<file path="config.mk">
export PLATFORM = sky130hd
export DESIGN_NAME = vicii_bus_responder
export DESIGN_NICKNAME = d
export VERILOG_FILES = /design/src/rtl/vicii_bus_responder.sv
export SDC_FILE = /design/constraint.sdc
export NUM_CORES = 1
export LEC_CHECK = 0
export ABC_AREA = 1
export BUFFER_PORTS_ARGS = -buffer_cell sky130_fd_sc_hd__buf_4
export CAP_MARGIN = 20
export CORE_ASPECT_RATIO = 1.2
export CORE_MARGIN = 5
export CORE_UTILIZATION = 30
export CTS_BUF_LIST = sky130_fd_sc_hd__clkbuf_16
export CTS_CLUSTER_SIZE = 30
export DETAILED_ROUTE_END_ITERATION = 10
export MAX_ROUTING_LAYER = met4
export PLACE_DENSITY = 0.77
export SETUP_SLACK_MARGIN = 0.2
export SLEW_MARGIN = 20
export SYNTH_ARGS = -nofsm -noshare
export SYNTH_HDL_FRONTEND = slang
export SYNTH_SLANG_ARGS = --single-unit
</file>
<file path="constraint.sdc">
create_clock -name clk -period 1.1 [get_ports clk]
set_input_delay 0.11 -clock clk [delete_from_list [all_inputs] [get_ports clk]]
set_output_delay 0.11 -clock clk [all_outputs]
set_load 0.1 [all_outputs]
</file>
<file path="src/rtl/vicii_bus_responder.sv">
// vicii_bus_responder: shares 64 KB RAM between VIC-II fetches and the CPU.
// Maps VIC addresses through the CIA2 bank bits and overlays the character ROM.
module vicii_bus_responder #(
    parameter int BA_LEAD = 3
) (
    input  logic        clk,
    input  logic        reset,
    input  logic [13:0] vic_ao,
    input  logic        ba_in,
    input  logic [1:0]  bank,
    output logic [7:0]  vic_di,
    input  logic [15:0] cpu_addr,
    input  logic [7:0]  cpu_do,
    input  logic        cpu_we,
    input  logic        cpu_req,
    output logic [7:0]  cpu_di,
    output logic        cpu_ack,
    output logic        cpu_rdy,
    output logic        cpu_aec,
    output logic [15:0] mem_addr,
    output logic        mem_we,
    output logic [7:0]  mem_do,
    input  logic [7:0]  mem_di,
    output logic [11:0] rom_addr,
    input  logic [7:0]  rom_di
);
    localparam int CW = $clog2(2 * BA_LEAD);
    localparam logic [CW-1:0] LEAD = CW'(2 * BA_LEAD - 1);

    typedef enum logic [1:0] {CPU, WARN, VIC} state_t;

    state_t        state, state_nx;
    logic [CW-1:0] cnt, cnt_nx;
    logic          phase, sel_rom, vic_slot, rom_hit, grant;

    always_comb begin
        state_nx = state;
        cnt_nx   = cnt;
        case (state)
            CPU: begin
                if (ba_in) begin
                    state_nx = WARN;
                    cnt_nx   = LEAD;
                end
            end
            WARN: begin
                if (!ba_in) begin
                    state_nx = CPU;
                    cnt_nx   = '0;
                end else if (cnt == '0) begin
                    state_nx = VIC;
                end else begin
                    cnt_nx = cnt - 1'b1;
                end
            end
            VIC: state_nx = ba_in ? VIC : CPU;
            default: begin
                state_nx = CPU;
                cnt_nx   = '0;
            end
        endcase
    end

    assign vic_slot = !phase || state == VIC;
    assign rom_hit  = !bank[0] && vic_ao[13:12] == 2'b01;
    // A read racing the WARN entry loses; writes may still complete during WARN.
    assign grant    = !vic_slot && cpu_req && (cpu_we || (state == CPU && !ba_in));
    assign mem_we   = !reset && grant && cpu_we;
    assign mem_addr = vic_slot ? {bank, vic_ao} : cpu_addr;
    assign mem_do   = cpu_do;
    assign rom_addr = vic_ao[11:0];
    assign vic_di   = sel_rom ? rom_di : mem_di;
    assign cpu_di   = mem_di;

    always_ff @(posedge clk or posedge reset) begin
        if (reset) begin
            state   <= CPU;
            cnt     <= '0;
            phase   <= 1'b0;
            sel_rom <= 1'b0;
            cpu_ack <= 1'b0;
            cpu_rdy <= 1'b1;
            cpu_aec <= 1'b1;
        end else begin
            state   <= state_nx;
            cnt     <= cnt_nx;
            phase   <= !phase;
            if (vic_slot) sel_rom <= rom_hit;
            cpu_ack <= grant;
            cpu_rdy <= state_nx == CPU;
            cpu_aec <= state_nx != VIC;
        end
    end
endmodule

</file>
==> results of run 1 <==
cell usage after synthesis (all sizes together):
master / count
nand2: 87
buf: 31
inv: 13
dfrtp: 8
nand3: 6
nor2: 4
o21ai: 4
a21oi: 2
dfstp: 2
ha: 2
clkinv: 1
nand4: 1
nor3: 1
cells by family after synthesis:
group	Yosys count	share of synthesized area
AND/OR/NAND/NOR	99	0.389
buffers and inverters	45	0.291
flip-flops	10	0.253
AO/OA/AOI/OAI	6	0.0414
adder cells (fa/ha/maj)	2	0.0251
stage by stage:
stage	cell area [um^2]	instances	worst slack [ns]
floorplan	1560	162	-0.174
global placement	2220	280	-0.294
detailed placement	2220	280	-0.328
CTS	3050	298	-0.402
repair_timing:
action | 4_1_cts
buffers inserted | 11
hold buffers | 1
gates cloned | 2
hold endpoints to repair | 8
resized for setup | 149
pin swaps | 15
setup endpoints to repair | 37
==> reports/metrics.yaml, run 1 <==
floorplan:
  initial_core_util: 0.304
  ios: 117
  rows: 23
  die_w_um: 62.6
  die_height_um: 73.2
cts:
  cts_buffers: 3
  cts-root-buf: "clkbuf_16"
  cts.path.max_buffers: 2
  clock_sinks: 10
  htreeDepth: 1
logic_synthesis:
  ys_ff_latch: 10
  syn_inst: 162
  yosysTopAreaCellShare: 0.320
  syn-mean-instance-area_um2: 6.16
  synth-seq-area-share: 0.253
  synth.area.top_cells: "nand2_1, buf_4, dfrtp_1"
  synth_nets: 225
  synth_area_um2: 997
  synth.distinct_cells: 18
  yosys.area.top_type: "nand2_1"
  ys_warn_count: 0
timing:
  postGrtWorstEndpoint: "mem_addr[5]"
  worst-ep-kind: "top-level output"
status:
  outcome: "stopped before the end"
  toolErrorMsg: "[ERROR DPL-0033] detailed placement checks failed during check placement."
  haltStage: "global routing"
place:
  io_buffers: 100
  gp_congestion: 0.884
  dpl.hpwl_um: 3220
grt:
  grt_max_degree: 13
  antenna_found_initial: 0
==> run 2: changes to the inputs <==
- CORE_AREA: unset -> 5 5 66 68
- CORE_ASPECT_RATIO: 1.2 -> unset
- CORE_MARGIN: 5 -> unset
- CORE_UTILIZATION: 30 -> unset
- CTS_BUF_LIST: sky130_fd_sc_hd__clkbuf_16 -> unset
- CTS_CLUSTER_SIZE: 30 -> unset
- DIE_AREA: unset -> 0 0 71 73
- MAX_ROUTING_LAYER: met4 -> unset
- PLACE_DENSITY: 0.77 -> unset
- PLACE_DENSITY_LB_ADDON: unset -> 0.15
- SETUP_SLACK_MARGIN: 0.2 -> unset
- clock period: 1.1 -> 1.43 ns (I/O delays scaled with it)
==> reports/metrics.yaml, run 2 <==
logic_synthesis:
  synth_nets: 225
  yosys.area.top_type: "nand2_1"
  ys_warn_count: 0
  ys_ff_latch: 10
  synth_top_family_by_area: "simple AND/OR/NAND/NOR gates"
  ys.flop_type: "dfrtp_1"
  synthSimpleGateAreaFrac: 0.389
  synth.distinct_cells: 18
  yosys.area_share.adder: 0.0251
  synth_compound_area_frac: 0.0414
  synth_area_um2: 997
  synthArstFlopShare: 1.00
  yosysMostFrequentCell: "nand2_1"
  synth-seq-area-share: 0.253
  syn_inst: 162
  synth_edf_count: 0
  yosysTopAreaCellShare: 0.320
  syn-mean-instance-area_um2: 6.16
  synthXorXnorAreaFrac: 0
  synth.top_cells.by_count: "nand2_1, buf_4, inv_1"
  synth.area.top_cells: "nand2_1, buf_4, dfrtp_1"
  muxShareOfSynthArea: 0
timing:
  tightest_slew_ns: 0.394
  relSlewSlack: 0.737
  finalCriticalPeriod_ns: 1.49
  hold_violations: 0
  fin_ws_ns: -0.0624
  post-route-period-util: 1.04
  rsz0062_at_grt: "yes"
  fin_tns_setup_ns: -0.713
  finClkSkew_ns: 0.000431
  setup_violations: 17
  max_freq_mhz: 670
  maxSlewViolCount: 0
cts:
  htreeDepth: 1
  clk_pin_slew_worst_paths_ns: 0.04
  cts.path.max_buffers: 2
  cts-root-buf: "clkbuf_8"
  clock_sinks: 10
  cts_buffers: 3
  clk_latency_ns: 0.23
  cts_tree: "yes"
critical_path:
  end_kind: "output port"
  rrSetupSlack_ns: 0.20
  timing.rr.end: "cnt[1]"
  startpoint_type: "flip-flop"
  crit_fanout: 18
  cp_data_arrival_time_ns: 1.35
  reg2regPathDepth: 8
  critPathKind: "reg2out"
  reg2reg_from: "cnt[0]"
  crit_required_ns: 1.29
grt:
  grt_pass1_wl_um: 5160
  grt.total_usage: 0.122
  antenna_found_initial: 0
  grt_max_degree: 19
  grt_overflow_total: 0
  grt_pass1_vias: 1117
layout:
  final_common_cell: "buf_4"
  syn2layout_area_growth_pct: 103
  multi_input_area_um2: 538
  stdcell_count: 293
  largest_reg_flops: 3
  register_area_um2: 255
  fin_nets: 308
  reg_top3: "cnt: 3 flops, state: 2 flops"
  final_cell_mix: "buf_4, nand2_1, nand2_2"
  n_fill_cell: 386
  max_flop_register: "cnt"
  drive_above_1_share: 0.609
  diodes: 0
floorplan:
  die-area_um2: 5180
  ios: 117
  die_height_um: 73
  die_w_um: 71
  rows: 23
  initial_core_util: 0.263
  coreArea_um2: 3800
power:
  irDropWorstVdd_mv: 0.545
  power_frac_comb: 0.750
  p_switching_uw: 1510
  p_leak_uw: 0.00112
  internal-power_uw: 1180
  seq_power_share: 0.145
  power_frac_clock: 0.105
  switching_share: 0.561
  powerDensity_nw_per_um2: 1330
detailed_routing:
  drc: 0
  wirelength_um: 3560
  drt_iter0_markers: 35
  ant_nets: 0
  dr.pass1.iters: 4
  vias_per_cell: 4.14
  post_drt_wl_per_cell_um: 12.1
  vias: 1213
place:
  gp_congestion: 0.793
  dpl.hpwl_um: 2840
  io_buffers: 100
  dp_cells: 286
min_path:
  hp-start: "ba_in"
  min_path_cells: 2
  hold_end: "cpu_aec"
  hold_class: "in2reg"
status:
  outcome: "finished, violations left"
  violations: "negative setup slack"
run:
  max_cap_violations: 0
-- run 2: how the worst max path moves through the flow --
stage / startpoint / end / slack [ns] / depth (start not counted)
floorplan: state[0] / mem_addr[12] / -0.12 / 3
global placement: state[1] / mem_addr[3] / 0.04 / 5
detailed placement: state[1] / mem_addr[8] / 0.01 / 5
CTS: state[1] / mem_addr[12] / -0.07 / 5
global route: state[0] / mem_addr[13] / -0.11 / 6
finish: state[1] / mem_addr[13] / -0.06 / 5
-- run 2: final cells by class --
class | count | area share
repair inverters | 1 | 0.00371
flip-flops and latches | 10 | 0.126
clock buffers | 3 | 0.0204
multi-input cells | 107 | 0.266
inverters | 14 | 0.0278
repair buffers | 108 | 0.526
well taps | 50 | 0.0309
-- run 2: critical path: stages (launching register included) --
cell and delay (ns):
dfrtp_2 0.43, a21oi_4 0.18, buf_12 0.17, nand2_1 0.07
nand2_2 0.09, buf_12 0.18
-- run 2: cell families after synthesis --
logic type               after synthesis
flip-flops                            10
AO/OA/AOI/OAI                          6
adder cells (fa/ha/maj)                2
buffers and inverters                 45
AND/OR/NAND/NOR                       99
-- run 2: through the flow --
stage                     setup WS (ns)  hold WS [ns]  power, uW  cell area, um^2  utilization
after global placement           0.0399         0.176       2150             1690        0.445
after floorplan                  -0.115       -0.0183       1870             1070            -
final                           -0.0624         0.120       2690             2030        0.533
after detailed placement         0.0129         0.169       2160             1690        0.445
after CTS                       -0.0674         0.109       2690             1980        0.521
after global routing             -0.113         0.128       2830             2030        0.533
-- run 2: power groups by stage --
| stage | logic, uW | registers [uW] | clock network (uW) |
|---|---|---|---|
| global route | 2120 | 399 | 309 |
| global placement | 1760 | 392 | 0 |
| floorplan | 1410 | 458 | 0 |
| detailed placement | 1770 | 392 | 0 |
| CTS | 2010 | 389 | 293 |
| finish | 2020 | 389 | 283 |
-- run 2: routing by layer --
| layer | global-route usage | vias up | wire length [um] |
|---|---|---|---|
| met1 | 0.143 | 533 | 1340 |
| met4 | 0.0355 | 0 | 58 |
| met5 | 0 | - | 0 |
| li1 | - | 621 | - |
| met3 | 0.0303 | 8 | 295 |
| met2 | 0.219 | 51 | 1870 |
-- run 2: repair_timing --
item                                    in CTS  in global routing
gates cloned                                 0                  1
hold endpoints to repair                     8                  0
endpoints found under the setup margin      17                 26
setup buffers                                2                  0
hold buffers                                 1                  0
pin swaps                                    0                  0
resized for setup                           54                 12
Note: power is estimated with default switching activity, not from simulation.
